`src/rtl/pump_drive_sequencer.sv`:
```
// pump_drive_sequencer: registered motor-enable drive with min on/off timing, dry-run cut-off and latched flow fault.
module pump_drive_sequencer #(
    parameter int MIN_ON_CYC   = 32,
    parameter int MIN_OFF_CYC  = 16,
    parameter int FLOW_TIMEOUT = 8
) (
    input  logic       clk,
    input  logic       rst_n,
    input  logic       pump,
    input  logic       ug_ll,
    input  logic       flow_ok,
    input  logic       fault_clr,
    output logic       motor_en,
    output logic       running,
    output logic       fault,
    output logic [2:0] state
);
    localparam int MAX_AB = (MIN_ON_CYC > MIN_OFF_CYC) ? MIN_ON_CYC : MIN_OFF_CYC;
    localparam int MAXP   = (MAX_AB > FLOW_TIMEOUT) ? MAX_AB : FLOW_TIMEOUT;
    localparam int CW     = $clog2(MAXP) + 1;
    localparam logic [CW-1:0] ON_MAX   = CW'(MIN_ON_CYC);
    localparam logic [CW-1:0] ON_LAST  = CW'(MIN_ON_CYC - 1);
    localparam logic [CW-1:0] OFF_LAST = CW'(MIN_OFF_CYC - 1);
    localparam logic [CW-1:0] FT_LAST  = CW'(FLOW_TIMEOUT - 1);
    localparam logic [CW-1:0] ONE      = CW'(1);

    typedef enum logic [2:0] {
        IDLE  = 3'd0,
        PRIME = 3'd1,
        RUN   = 3'd2,
        HOLD  = 3'd3,
        FAULT = 3'd4
    } state_t;

    state_t        cur, nxt;
    logic [CW-1:0] tcnt, on_cnt;
    logic          min_on_met;

    assign min_on_met = on_cnt >= ON_LAST;

    always_comb begin
        nxt = IDLE;
        case (cur)
            IDLE:    nxt = (pump && ug_ll) ? PRIME : IDLE;
            PRIME:   nxt = !ug_ll ? HOLD : flow_ok ? RUN : (tcnt == FT_LAST) ? FAULT :
                           (!pump && min_on_met) ? HOLD : PRIME;
            RUN:     nxt = !ug_ll ? HOLD : (!flow_ok && tcnt == FT_LAST) ? FAULT :
                           (!pump && min_on_met) ? HOLD : RUN;
            HOLD:    nxt = (tcnt == OFF_LAST) ? IDLE : HOLD;
            FAULT:   nxt = fault_clr ? HOLD : FAULT;
            default: nxt = IDLE;
        endcase
    end

    // tcnt restarts on every state change and on each flow-confirmed RUN cycle
    always_ff @(posedge clk) begin
        if (!rst_n) begin
            cur    <= IDLE;
            tcnt   <= '0;
            on_cnt <= '0;
        end else begin
            cur    <= nxt;
            tcnt   <= (nxt != cur || (cur == RUN && flow_ok)) ? '0 :
                      (tcnt == '1) ? tcnt : tcnt + ONE;
            on_cnt <= (nxt == PRIME && cur != PRIME) ? '0 :
                      ((cur == PRIME || cur == RUN) && on_cnt != ON_MAX) ? on_cnt + ONE : on_cnt;
        end
    end

    assign motor_en = (cur == PRIME) || (cur == RUN);
    assign running  = cur == RUN;
    assign fault    = cur == FAULT;
    assign state    = cur;
endmodule
```
`config.mk`:
```
export PLATFORM = sky130hd
export DESIGN_NAME = pump_drive_sequencer
export DESIGN_NICKNAME = d
export VERILOG_FILES = /design/src/rtl/pump_drive_sequencer.sv
export SDC_FILE = /design/constraint.sdc
export NUM_CORES = 1
export LEC_CHECK = 0
export ABC_AREA = 1
export CORE_MARGIN = 1
export CORE_UTILIZATION = 35
export CTS_CLUSTER_DIAMETER = 100
export CTS_CLUSTER_SIZE = 10
export DETAILED_ROUTE_END_ITERATION = 10
export SLEW_MARGIN = 40
export SYNTH_ARGS = -nofsm -noshare
export SYNTH_HDL_FRONTEND = slang
export SYNTH_SLANG_ARGS = --single-unit
```
`constraint.sdc`:
```
create_clock -name clk -period 2 [get_ports clk]
set_input_delay 0.5 -clock clk [delete_from_list [all_inputs] [get_ports clk]]
set_output_delay 0.5 -clock clk [all_outputs]
set_load 0.02 [all_outputs]
```
# [Word-level counts from Yosys, hierarchy flattened]
# Index checks and enable logic that the tools add are counted.
[classes] mux=11 n_bitwise=1 magnitude_cmp=1 n_eq_ne=11 reduce_logical=13 add_sub_neg=2
[ops] operator="3-bit two-way mux" count=6
[ops] operator="3-bit case mux with 5 select lines" count=1
[ops] operator="6-bit by 1-bit adder with 6-bit output, second input constant" count=2
[ops] operator="3-bit by 1-bit equality test with 1-bit output, second input constant" count=2
[ops] operator="3-bit by 2-bit equality test with 1-bit output, second input constant" count=2
[ops] operator="6-bit by 3-bit equality test with 1-bit output, second input constant" count=1
[ops] operator="6-bit by 4-bit equality test with 1-bit output, second input constant" count=1
[ops] operator="6-bit equality test, second input constant" count=1
[ops] operator="6-bit by 5-bit greater-or-equal comparator with 1-bit output, second input constant" count=1
[ops] operator="1-bit logical AND" count=6
[ops] operator="6-bit inequality test, second input constant" count=1
[ops] operator="2-bit two-way mux" count=2
[ops] operator="2-bit OR reduction" count=2
[ops] operator="3-bit equality test, second input constant" count=1
[ops] operator="3-bit logical NOT" count=1
[ops] operator="3-bit by 1-bit inequality test with 1-bit output, second input constant" count=1
[ops] operator="3-bit inequality test" count=1
[ops] operator="1-bit logical NOT" count=2
[ops] operator="1-bit logical OR" count=2
[ops] operator="1-bit two-way mux" count=2
[ops] operator="1-bit inverter" count=1
[word_totals] inputBits=6 wordCells=42 output_inout_bits=6 ff_bits=15

# [Depth between registers and ports, before layout]
# Gate-level depths: netlist (run 1).
[logic_depth] depth_word=10 depth_mapped=11 ltp_nobuf=11

# [Worst setup path before layout (run 1)]
# Ideal clock, no wire load.
[synth_path] kind="register -> register" from="register cur[1], in the netlist state[1]" to="register on_cnt[4]" period_less_slack_ns=1.672 path_slack_ns=0.328 stages_incl_launch_ff=10 arrival_ns=1.537 required_time_ns=1.865 n_path_buf=0 setup_ns=0.135 cell_sequence="dfxtp_1 > inv_2 > nor3_4 > inv_2 > nand2_2 > nand2_4 > nor3_2 > nand2_1 > xor2_1 > nor2_1"
[synth_via] elab_cells_between_ends=12 classes_between="6 x eq/ne; 1 x mux; 5 x reduce/logical"
[synth_rtl] element="from (decl)" line_no="35" source="state_t cur, nxt;"
[synth_rtl] element="from (signal assigned)" line_no="62" source="cur <= nxt;"
[synth_rtl] element="3-bit by 2-bit equality test with 1-bit output"
[synth_rtl] element="via running" line_no="14" source="output logic running,"
[synth_rtl] element="1-bit logical OR" line_no="66" source="((cur == PRIME || cur == RUN) && on_cnt != ON_MAX) ? on_cnt + ONE : on_cnt;"
[synth_rtl] element="via motor_en" line_no="13" source="output logic motor_en,"
[synth_rtl] element="1-bit logical AND" line_no="66"
[synth_rtl] element="to (signal assigned)" line_no="65" source="on_cnt <= (nxt == PRIME && cur != PRIME) ? '0 :"
[synth_rtl] element="to (decl)" line_no="36" source="logic [CW-1:0] tcnt, on_cnt;"
# The timed path passes the listed nets, and every way through them passes these cells.
# A chain may end at the register's enable or synchronous reset.

# [Final worst setup path (run 1)]
[layout_path] from="register cur[0], in the netlist state[0]" to="output state[0]"
[layout_rtl] element="to (decl)" line_no="16" source="output logic [2:0] state"
# No word-level cell between the ends.

==> results of run 1 <==
-- logic make-up after synthesis --
logic type      after synthesis  share of synthesized area
compound gates               16                     0.0966
simple gates                 74                      0.439
fa+ha+maj                     3                     0.0392
buf+inv                      19                     0.0744
xor+xnor                      3                     0.0274
mux                           1                     0.0104
flops                        15                      0.313
-- sequential cells by signal (all words and copies together), names as in the netlist --
signal	count
on_cnt	6
state	3
tcnt	6
-- routing by layer --
metal | wire, um | share of wire | GRT usage
met1 | 882 | 0.46 | 0.171
met2 | 964 | 0.50 | 0.260
met3 | 65 | 0.034 | 0.0500
met4 | 15 | 0.0078 | 0.0385
met5 | 0 | 0 | 0
-- stage by stage --
step / total power [mW] / cells
final: 0.757 / 180
after global routing: 0.808 / 180
after CTS: 0.770 / 180
after detailed placement: 0.596 / 176
after global placement: 0.591 / 176
after floorplan: 0.512 / 131
-- where the power goes --
| part | switching, mW | internal, mW | total (mW) |
|---|---|---|---|
| clock network | 0.0973 | 0.0774 | 0.175 |
| logic | 0.148 | 0.0976 | 0.246 |
| registers | 0.0187 | 0.318 | 0.337 |
| total | 0.264 | 0.493 | 0.757 |
-- placed cells by master (no fill, tap or decap), types with 2 or more instances in the layout --
cell type and count:
sky130_fd_sc_hd__nand2_1 27, sky130_fd_sc_hd__dfxtp_1 14, sky130_fd_sc_hd__inv_1 13, sky130_fd_sc_hd__nand3_1 10, sky130_fd_sc_hd__nor2_1 9, sky130_fd_sc_hd__clkdlybuf4s50_1 8
sky130_fd_sc_hd__nor3_2 7, sky130_fd_sc_hd__inv_2 6, sky130_fd_sc_hd__nand2_2 6, sky130_fd_sc_hd__nor2_2 6, sky130_fd_sc_hd__o21ai_0 6, sky130_fd_sc_hd__a21oi_1 4
sky130_fd_sc_hd__buf_4 4, sky130_fd_sc_hd__xor2_1 3, sky130_fd_sc_hd__ha_1 3, sky130_fd_sc_hd__clkbuf_4 3, sky130_fd_sc_hd__dlygate4sd2_1 3, sky130_fd_sc_hd__nand2_4 2
sky130_fd_sc_hd__nor3_1 2, sky130_fd_sc_hd__a21boi_0 2
-- repair_timing --
item                       4_1_cts  5_1_grt
gates resized for setup          4        0
hold buffers                     0        0
setup endpoints to repair        4        0
-- layout make-up --
type,instances,share of cell area
clock buffers,4,0.0227
inverters,19,0.0615
multi-input cells,97,0.506
repair buffers,15,0.118
flip-flops and latches,15,0.260
well taps,30,0.0324
-- worst max path at each step --
stage                        start                endpoint  slack (ps)  depth (start not counted)
6_report       state[0]$_SDFF_PN0_                state[0]          90                          2
5_1_grt        state[2]$_SDFF_PN0_                motor_en          20                          4
4_1_cts        state[0]$_SDFF_PN0_                state[0]          80                          2
3_5_place_dp                 ug_ll    tcnt[1]$_SDFFE_PP0P_          60                          9
3_3_place_gp               flow_ok    tcnt[5]$_SDFFE_PP0P_          80                          9
2_1_floorplan  state[1]$_SDFF_PN0_  on_cnt[4]$_SDFFE_PP0P_         330                          9
==> impl_summary.md, run 1 <==
Status
The run finished with clean final reports.

Hold path
Along the worst hold path, the cell count comes to 1. The destination of the worst hold path is on_cnt[3]$_SDFFE_PP0P_. The hold path startpoint is on_cnt[3]$_SDFFE_PP0P_.

The tightest min-delay check is of the reg2reg type.

Floorplanning
The starting utilization of the core area is 0.380. After floorplanning, the core was sized to cover 0.00252 mm^2. From bottom edge to top edge, the die measures 54.3 um. The overall die area is between 0.002 and 0.003 mm^2. The initialized floorplan defines 18 standard-cell rows. The I/O pin total is 12. The die boundary width is 54.3 um.

Worst setup path
The arrival time of data at the critical path endpoint is about 1400 ps. The setup path with the least slack is of type reg2out. The setup check on the worst reg-to-reg path leaves a slack of ~340 ps. The stage delay of the slowest cell on the critical path is 600 ps. The critical register-to-register path endpoint is tcnt[1]$_SDFFE_PP0P_.

The startpoint kind of the worst setup timing path is a flip-flop. The worst reg2reg path depth is 11. The worst register-to-register path begins at tcnt[0]$_SDFFE_PP0P_.

In this run the worst path has a maximum fanout of 4. Walking the worst path, the cells encountered are buf_4 -> clkdlybuf4s50_1. The nature of the critical path endpoint is a primary output.

The cell family contributing the most delay on the critical path is buffers and inverters. STA puts the critical path data required time at roughly 1500 ps. The library cell contributing the largest single delay on the critical path is sky130_fd_sc_hd__clkdlybuf4s50_1. The worst path buffer plus inverter count is 2.

CTS
The number of CTS-inserted buffers is 3. The number of buffers added for setup after CTS is 0. The CTS tree is built. The clock slew at the register clock pins of the worst setup and hold paths is roughly 90 ps.

In this run the number of H-tree levels came out at 1. The clock net sink count is 15. The root buffer selected by CTS is sky130_fd_sc_hd__clkbuf_4. The largest buffer count on any clock path is 2. The clock latency on the worst-skew pair is 280 ps.

Timing
On the final layout, the worst hold slack is 512 ps. The transition at the pin with the smallest max-transition slack is 280 ps. The final-layout setup total negative slack is 0 ps. The clock arrives with 3.55 ps of skew. The final number of setup-violating endpoints is 0. The peak clock frequency supported by timing is roughly 520 MHz.

The worst max-slew margin expressed relative to the limit is 0.812. Counting I/O delays and the setup requirement, the final critical path takes about 1900 ps. Setup repair after global routing left no endpoint under its margin.

In the post-route analysis, the smallest setup slack over all paths is 92.8 ps. The total count of hold-check failures in the final report is 0. The count of final max-slew check failures is 0. The portion of the clock cycle consumed by the worst path in the final layout is 0.954.

Global routing
The number of global-route vias before repair is 768. The first global-routing pass estimated ~3.1 mm of wire. The initial antenna violation count came to 0.

For this run the aggregate overflow at the end of global routing stands at 0. The global-route total usage across every layer is 0.148. Entering global routing, the biggest net connects 9 pins.

Placement
Input and output buffers added on the ports amount to 11. The congestion estimate from routability-driven global placement came to 0.805. Prior to clock tree synthesis, the placed netlist has a worst setup slack of around 55 ps. The placement-stage cell area is 0.00114 mm^2. The estimated wirelength of the detail-placed design is about 1.6 mm.

Finish
The post-layout net count is 160. The sequential cell area is 302 um^2. Once layout is done, the placed cells without fillers occupy about 0.0012 mm^2. The share of the core filled with cells in the final layout is 0.460.

The area growth from synthesis to layout is 21.0%. Counting the fill cells in the layout gives 272. The layout cell share with drive strength beyond 1 is 0.253. Summing all multi-input logic gate instances after layout gives 587 um^2. The repair_antennas step left the layout with diodes totalling 0.

Pwr
The worst IR drop on VDD is 0.000441 V. The static leakage is 0.475 nW. The power density over cell area is 653 mW/mm^2.

Synth
The sequential-to-total area share from yosys stat is 0.313. The per-instance average area after synthesis is 7.32 um^2. The share of async-settable or async-resettable flops after synthesis is 0. The largest total area in the synthesized netlist belongs to sky130_fd_sc_hd__dfxtp_1. The count of unique library cells instantiated by Yosys is 26. The number of flops mapped to enable cells by yosys is 0. Sorting the synthesized cells by area gives the leading types as sky130_fd_sc_hd__dfxtp_1, sky130_fd_sc_hd__nand2_1, sky130_fd_sc_hd__nor3_2. The warning count from the yosys run is 0. The most used flip-flop cell after synthesis is sky130_fd_sc_hd__dfxtp_1. In the post-synthesis netlist, the cell with the most instances is sky130_fd_sc_hd__nand2_1.

Counting flops and latches in the post-synthesis netlist gives 15. The share of the synthesized area in the top cell type is 0.313. The total standard cell area after synthesis is 958 um^2.

The number of nets in the synthesized netlist is 140. The cell count after synthesis is 131. Counting instances in the post-synthesis netlist gives the leading cell types as sky130_fd_sc_hd__nand2_1, sky130_fd_sc_hd__dfxtp_1, sky130_fd_sc_hd__inv_1.

Detailed routing
In the final routed layout, each cell accounts on average for 10.7 um. Before antenna repair, the detailed router went through 4 iterations. The number of DRC violations after detailed routing is 0. The total detailed-routing wirelength is 1.93 mm. Using the TritonRoute via totals, the vias-per-cell ratio works out to between 4 and 5. The count of routing violations after the opening detailed-route iteration is 14. The detailed-route via count is 864. The count of nets left with antenna violations once routing finished came out at 0.

Job
The total of max-cap violations is 0.
Note: power is estimated with default switching activity, not from simulation.
==> run 2: changes to the inputs <==
==> constraint.sdc (replaced) <==
create_clock -name clk -period 2.4 [get_ports clk]
set_input_delay 0.6 -clock clk [delete_from_list [all_inputs] [get_ports clk]]
set_output_delay 0.6 -clock clk [all_outputs]
set_load 0.02 [all_outputs]
==> run 2 against run 1 <==
Against the previous run:
- final cell count is 1.7% lower
- critical path type unchanged
- hold slack worse by 3.3 ps
- total power is 17% lower
- clock skew is 2.6 ps lower
- highest routed layer unchanged
==> impl_summary.md, run 2 (synthesized netlist as in run 1, its figures left out) <==
Worst setup path
The worst reg2reg path depth came to 11 (unchanged). The arrival time of data at the critical path endpoint came to 1640 ps (+230 ps). The required time at the endpoint of the critical path is 1800 ps (+300 ps).

The startpoint kind of the worst setup timing path is a flip-flop. The startpoint identified for the worst register-to-register timing path is tcnt[0]$_SDFFE_PP0P_. The worst setup path is of the reg2out kind.

The critical register-to-register path endpoint is tcnt[4]$_SDFFE_PP0P_. The most critical setup path has its startpoint at state[0]$_SDFF_PN0_. The worst setup path is captured at a primary output. The largest fanout on the critical path is 6 (+2). The minimum setup slack among reg-to-reg paths is 730 ps (+390 ps).

CTS
The number of hold buffers added after CTS was 0 (unchanged). The clock net sink count is 15 (unchanged). The CTS tree is built. The number of buffers added for setup after CTS is 0 (unchanged). The clock latency on the worst-skew pair is 280 ps (about the same). The root buffer selected by CTS is sky130_fd_sc_hd__clkbuf_4. The clock slew at the register clock pins of the worst setup and hold paths is 100 ps (about the same). The quantity of gates resized following cts came to 0 (-4). The CTS H-tree depth is 1 (unchanged). The largest buffer count on any clock path was 2 (unchanged). The number of CTS-inserted buffers is 3 (unchanged).

Hold path
The tightest min-delay check is of the reg2reg type. The destination of the worst hold path is on_cnt[3]$_SDFFE_PP0P_. The number of cells on the worst hold path came to 1 (unchanged). The startpoint identified for the worst hold timing path is on_cnt[3]$_SDFFE_PP0P_.

Timing
The transition at the pin with the smallest max-transition slack came to 294 ps (+14.5 ps). The final-layout setup total negative slack is 0 ps (unchanged). Of the available clock period, the critical path in the final layout requires 0.934. The worst max-slew margin expressed relative to the limit is 0.804 (-0.00794). The count of final max-slew check failures was 0 (unchanged). The peak clock frequency supported by timing is 446 MHz.

The largest clock skew in the final design is 0.979 ps (-2.57 ps). The total count of hold-check failures in the final report is 0 (unchanged). Setup repair after global routing left no endpoint under its margin. The final number of setup-violating endpoints came to 0 (unchanged).

After layout, the minimum clock period comes to 2240 ps.

Floorplanning
The I/O pin total is 12 (unchanged). The starting utilization of the core area is 0.380 (unchanged). The overall die area is 0.00295 mm^2 (unchanged). The core area is 0.00252 mm^2 (unchanged).

The die boundary width was 54.3 um (unchanged). The die span in y is 54.3 um (unchanged). The number of standard-cell rows in the floorplan was 18 (unchanged).

Finish
The count of antenna diodes in the layout is 0 (unchanged). In the layout the commonest cells are sky130_fd_sc_hd__nand2_1, sky130_fd_sc_hd__dfxtp_1, sky130_fd_sc_hd__inv_1. Leaving out fill and tap cells, the most frequent cell in the layout is sky130_fd_sc_hd__nand2_1. The share of the core filled with cells in the final layout is 0.453 (-0.00645).

The number of fill cells in the layout is 270 (-0.74%). The relative area change from synthesis to final layout is 19.3%. The layout cell share with drive strength beyond 1 is 0.238 (-0.0152). The post-layout net count is 157 (-1.9%).

Global routing
The first-pass GRT wire length is 3.30 mm (+6.5%). The pin count of the biggest net entering global routing is 10 (+1). The number of global-route vias before repair was 819 (+6.6%).

The initial antenna violation count was 0 (unchanged). The overall overflow remaining after global route is 0 (unchanged). The global-route total usage across every layer is 0.159 (+0.0102).

Placement
The number of buffers inserted by port buffering was 11 (unchanged). The routability congestion estimate from global placement is 0.859 (+6.7%). The estimated wirelength of the detail-placed design came to 1.48 mm (-5.1%).

Pwr
The switching power of the nets was 225 uW (-15%). The internal power was 401 uW (-19%). The power density over cell area is 548 mW/mm^2 (-16%). The total design power is 627 uW (-17%). The static leakage was 0.464 nW (-2.4%).

The combinational share of power is 0.311 (-0.014). The portion of total power attributed to the clock network came to 0.239 (+0.008). The worst IR drop on VDD is 0.000334 V (-24%).

The net switching fraction of the power was 0.360 (+0.0106). The sequential share of power is 0.450 (+0.006).

Job
The total of max-cap violations is 0 (unchanged).

Detailed routing
The post-detailed-route count of antenna-violating nets is 0 (unchanged). The count of routing violations after the opening detailed-route iteration came to 10 (-4). The detailed-route vias per instance is 4.81 (+0.28%). The number of optimization iterations in the first detailed-route pass is 4 (unchanged).

The average detailed-routed wire length per instance was 10.5 um (-2.2%). The detailed-route via count is 852 (-1.4%). The number of DRC violations after detailed routing is 0 (unchanged).

The total detailed-routing wirelength is 1.85 mm (-3.8%).

Status
The flow ran to the end, and the final reports show no timing, DRC or antenna violations.
run 2: changes by cell type in the layout (fill, tap and decap cells not counted), sizes merged:
cell | previous run | this run
buf | 4 | 1
clkbuf | 4 | 3
clkdlybuf4s50 | 8 | 10
clkinv | 0 | 1
dlygate4sd2 | 3 | 0
dlymetal6s2s | 0 | 1
run 2: how the worst max path moves through the flow:
| stage | endpoint | slack, ps |
|---|---|---|
| 2_1_floorplan | motor_en | 720 |
| 3_3_place_gp | motor_en | 370 |
| 3_5_place_dp | tcnt[4]$_SDFFE_PP0P_ | 360 |
| 4_1_cts | motor_en | 30 |
| 5_1_grt | fault | 50 |
| 6_report | fault | 160 |
run 2: metrics by stage:
stage	cells	setup slack (ps)	hold slack, ps	instance area [um^2]
6_report	177	158	508	1140
5_1_grt	177	54.0	538	1140
4_1_cts	177	31.7	518	1140
3_5_place_dp	173	359	496	1110
3_3_place_gp	173	369	478	1110
2_1_floorplan	131	718	458	958
run 2: power groups by stage:
stage	Clock (mW)	Sequential (mW)	Combinational, mW
global placement	0	0.288	0.194
floorplan	0	0.290	0.137
CTS	0.161	0.283	0.198
finish	0.150	0.282	0.195
detailed placement	0	0.288	0.196
global route	0.171	0.285	0.218
run 2: worst max-delay path: stages, from the launching register on:
cell and delay, ps:
sky130_fd_sc_hd__dfxtp_1 400, sky130_fd_sc_hd__inv_2 110, sky130_fd_sc_hd__nand2_2 70, sky130_fd_sc_hd__nor2_2 140
sky130_fd_sc_hd__clkdlybuf4s50_1 630
run 2: layout make-up:
| class | instances | area, um^2 | share of cell area |
|---|---|---|---|
| multi-input cells | 97 | 587 | 0.513 |
| flip-flops and latches | 15 | 300 | 0.263 |
| repair buffers | 12 | 120 | 0.105 |
| inverters | 19 | 71.3 | 0.0624 |
| well taps | 30 | 37.5 | 0.0328 |
| clock buffers | 3 | 22.5 | 0.0197 |
| clock inverters | 1 | 5.00 | 0.00438 |
run 2: layer usage:
metal,global-route usage,vias to the layer above,share of wire
met5,0,-,0
met4,0.0726,0,0.0065
met3,0.0583,2,0.049
met2,0.258,17,0.47
met1,0.183,371,0.47
li1,-,462,-
==> run 3: changes to the inputs <==
==> constraint.sdc (replaced) <==
create_clock -name clk -period 2.3 [get_ports clk]
set_input_delay 0.575 -clock clk [delete_from_list [all_inputs] [get_ports clk]]
set_output_delay 0.575 -clock clk [all_outputs]
set_load 0.02 [all_outputs]
==> run 3 against run 2 <==
Against the previous run:
- critical path depth shrank 1
- sequential share of layout area hardly changed
- flip-flop and latch count did not move
- design area shrank 0.11%
- final cell count stayed put
- register-to-register slack worse by 120 ps
- clock power rose by 3%
- die area stayed put
- sequential power grew 5%
- critical endpoint is now running
==> impl_summary.md, run 3 (synthesized netlist as in run 1, its figures left out) <==
Status
The flow ran to the end, and the final reports show no timing, DRC or antenna violations.

Worst setup path
The worst reg2reg path depth is 11 (unchanged). The arrival time of data at the critical path endpoint is 1600 ps (-40 ps). The largest fanout on the critical path is 5 (-1).

The critical path start-end classification is reg2out. The required time at the endpoint of the critical path is 1730 ps (-70 ps). The nature of the critical path endpoint is a primary output. STA classifies the critical path startpoint as a flip-flop.

Finish
In the layout the commonest cells are sky130_fd_sc_hd__nand2_1, sky130_fd_sc_hd__dfxtp_1, sky130_fd_sc_hd__inv_1. The final instance area is 0.00114 mm^2 (-0.11%). The layout cell share with drive strength beyond 1 came to 0.238 (unchanged). The post-layout net count is 157 (unchanged).

The library cell used most frequently in the layout, excluding fill and tap cells, is sky130_fd_sc_hd__nand2_1. The share of the core filled with cells in the final layout is 0.453 (-0.000496). The count of antenna diodes in the layout is 0 (unchanged). The final cell count without fillers is 177 (unchanged). Relative to the synthesized area, the layout overhead comes to 19.2%.

Pwr
The net switching fraction of the power is 0.362 (+0.00209). The sequential share of power is 0.451 (about the same). The worst IR drop on VDD is 0.000309 V (-7.4%). The switching power of the nets came to 236 uW (+4.8%). The static leakage came to 0.471 nW (+1.6%). The portion of total power attributed to the clock network is 0.237 (-0.002).

The internal power is 417 uW (+3.8%). The power density over cell area was 571 mW/mm^2 (+4.3%). The combinational share of power came to 0.311 (about the same).

Timing
The transition at the pin with the smallest max-transition slack came to 310 ps (+16.2 ps). Setup repair after global routing left no endpoint under its margin. The count of final max-slew check failures is 0 (unchanged).

The portion of the clock cycle consumed by the worst path in the final layout is 0.948. The post-route worst hold slack is 509 ps (+0.386 ps). The worst max-slew margin expressed relative to the limit was 0.793 (-0.0108). For this run, the top clock speed supported by timing is 459 MHz. The final number of setup-violating endpoints is 0 (unchanged). The largest clock skew in the final design is 5.70 ps (+4.72 ps). The total count of hold-check failures in the final report came to 0 (unchanged).

The worst path needs 2180 ps of the cycle, external delays included. The final-layout setup total negative slack came to 0 ps (unchanged).

CTS
The number of CTS-inserted buffers came to 3 (unchanged). The largest buffer count on any clock path is 2 (unchanged). The clock latency on the worst-skew pair was 290 ps (about the same). The CTS H-tree depth is 1 (unchanged). The number of buffers added for setup after CTS is 0 (unchanged). The number of hold buffers added after CTS came to 0 (unchanged). The clock slew at the register clock pins of the worst setup and hold paths is 100 ps (about the same). The clock net sink count is 15 (unchanged). The CTS tree is built.

The root buffer selected by CTS is sky130_fd_sc_hd__clkbuf_4.

Global routing
The number of global-route vias before repair came to 833 (+1.7%). The fraction of met1 tracks used by global routing came to 0.175 (-0.00804). The first-pass GRT wire length came to 3.26 mm (-1.1%). met2 is the most crowded layer. The pin count of the biggest net entering global routing is 10 (unchanged). The initial antenna violation count came to 0 (unchanged). The overall overflow remaining after global route was 0 (unchanged). The global-route total usage across every layer is 0.161 (+0.00240).

The global routing usage on met3 came to 0.0611 (+0.00278). The global-route track usage on met2 is 0.262 (+0.00407).

Floorplanning
The die span in y is 54.3 um (unchanged). The core area is 0.00252 mm^2 (unchanged). The die boundary width is 54.3 um (unchanged). The starting utilization of the core area is 0.380 (unchanged).

The I/O pin total is 12 (unchanged). The overall die area came to 0.00295 mm^2 (unchanged). The number of standard-cell rows in the floorplan is 18 (unchanged).

Detailed routing
The post-detailed-route count of antenna-violating nets came to 0 (unchanged). The number of optimization iterations in the first detailed-route pass was 6 (+2). The total detailed-routing wirelength was 1.88 mm (+1.5%). The detailed-route via count came to 867 (+1.8%). The average detailed-routed wire length per instance is 10.6 um (+1.5%). The number of DRC violations after detailed routing is 0 (unchanged). The count of routing violations after the opening detailed-route iteration is 10 (unchanged). The detailed-route vias per instance is 4.90 (+1.8%).

Placement
The routability congestion estimate from global placement is 0.859 (about the same). The placed instance count is 173 (unchanged). The number of buffers inserted by port buffering is 11 (unchanged). The placement-stage cell area is 0.00111 mm^2 (unchanged).

The estimated wirelength of the detail-placed design is 1.48 mm (-0.35%).

Job
The total of max-cap violations is 0 (unchanged).

Hold path
The number of cells on the worst hold path came to 2 (+1). The worst hold path belongs to the class reg2reg.
## run 3: per-stage QoR
step / total power, mW / worst slack, ps
2_1_floorplan: 0.445 / 628
3_3_place_gp: 0.503 / 294
3_5_place_dp: 0.505 / 254
4_1_cts: 0.661 / 64.4
5_1_grt: 0.703 / 1.08
6_report: 0.653 / 120
## run 3: final timing paths
path	startpoint	endpoint	slack, ps
worst max-delay path	state[1]$_SDFF_PN0_	running	120
worst min-delay path	on_cnt[0]$_SDFFE_PP0P_	on_cnt[0]$_SDFFE_PP0P_	510
worst max register to register	tcnt[0]$_SDFFE_PP0P_	tcnt[3]$_SDFFE_PP0P_	610
worst min register to register	on_cnt[0]$_SDFFE_PP0P_	on_cnt[0]$_SDFFE_PP0P_	510
## run 3: cell type report
type | instances | area, um^2
clock buffer | 3 | 22.5
clock inverter | 1 | 5.00
fill | 279 | 1380
inverter | 19 | 71.3
multi-input combinational | 97 | 587
sequential | 15 | 300
tap | 30 | 37.5
timing repair buffer | 12 | 119
## run 3: what timing repair did
action	4_1_cts	5_1_grt
endpoints found under the setup margin	1	1
cloned	0	0
gates resized for setup	1	1
## run 3: worst max-delay path, stage by stage, from the launching register on
cell and delay [ps]:
sky130_fd_sc_hd__dfxtp_1 410, sky130_fd_sc_hd__inv_2 100, sky130_fd_sc_hd__nor3_4 160, sky130_fd_sc_hd__clkdlybuf4s50_1 650
## run 3: routing by layer
| metal | vias up | share of wire |
|---|---|---|
| li1 | 456 | - |
| met4 | 0 | 0.015 |
| met3 | 6 | 0.044 |
| met5 | - | 0 |
| met1 | 378 | 0.47 |
| met2 | 27 | 0.47 |
## run 3: power groups by stage
stage          clock (mW)  sequential [mW]  combinational, mW
3_3_place_gp            0            0.300              0.203
6_report            0.155            0.295              0.203
5_1_grt             0.180            0.297              0.226
3_5_place_dp            0            0.300              0.205
2_1_floorplan           0            0.302              0.143
4_1_cts             0.163            0.295              0.204
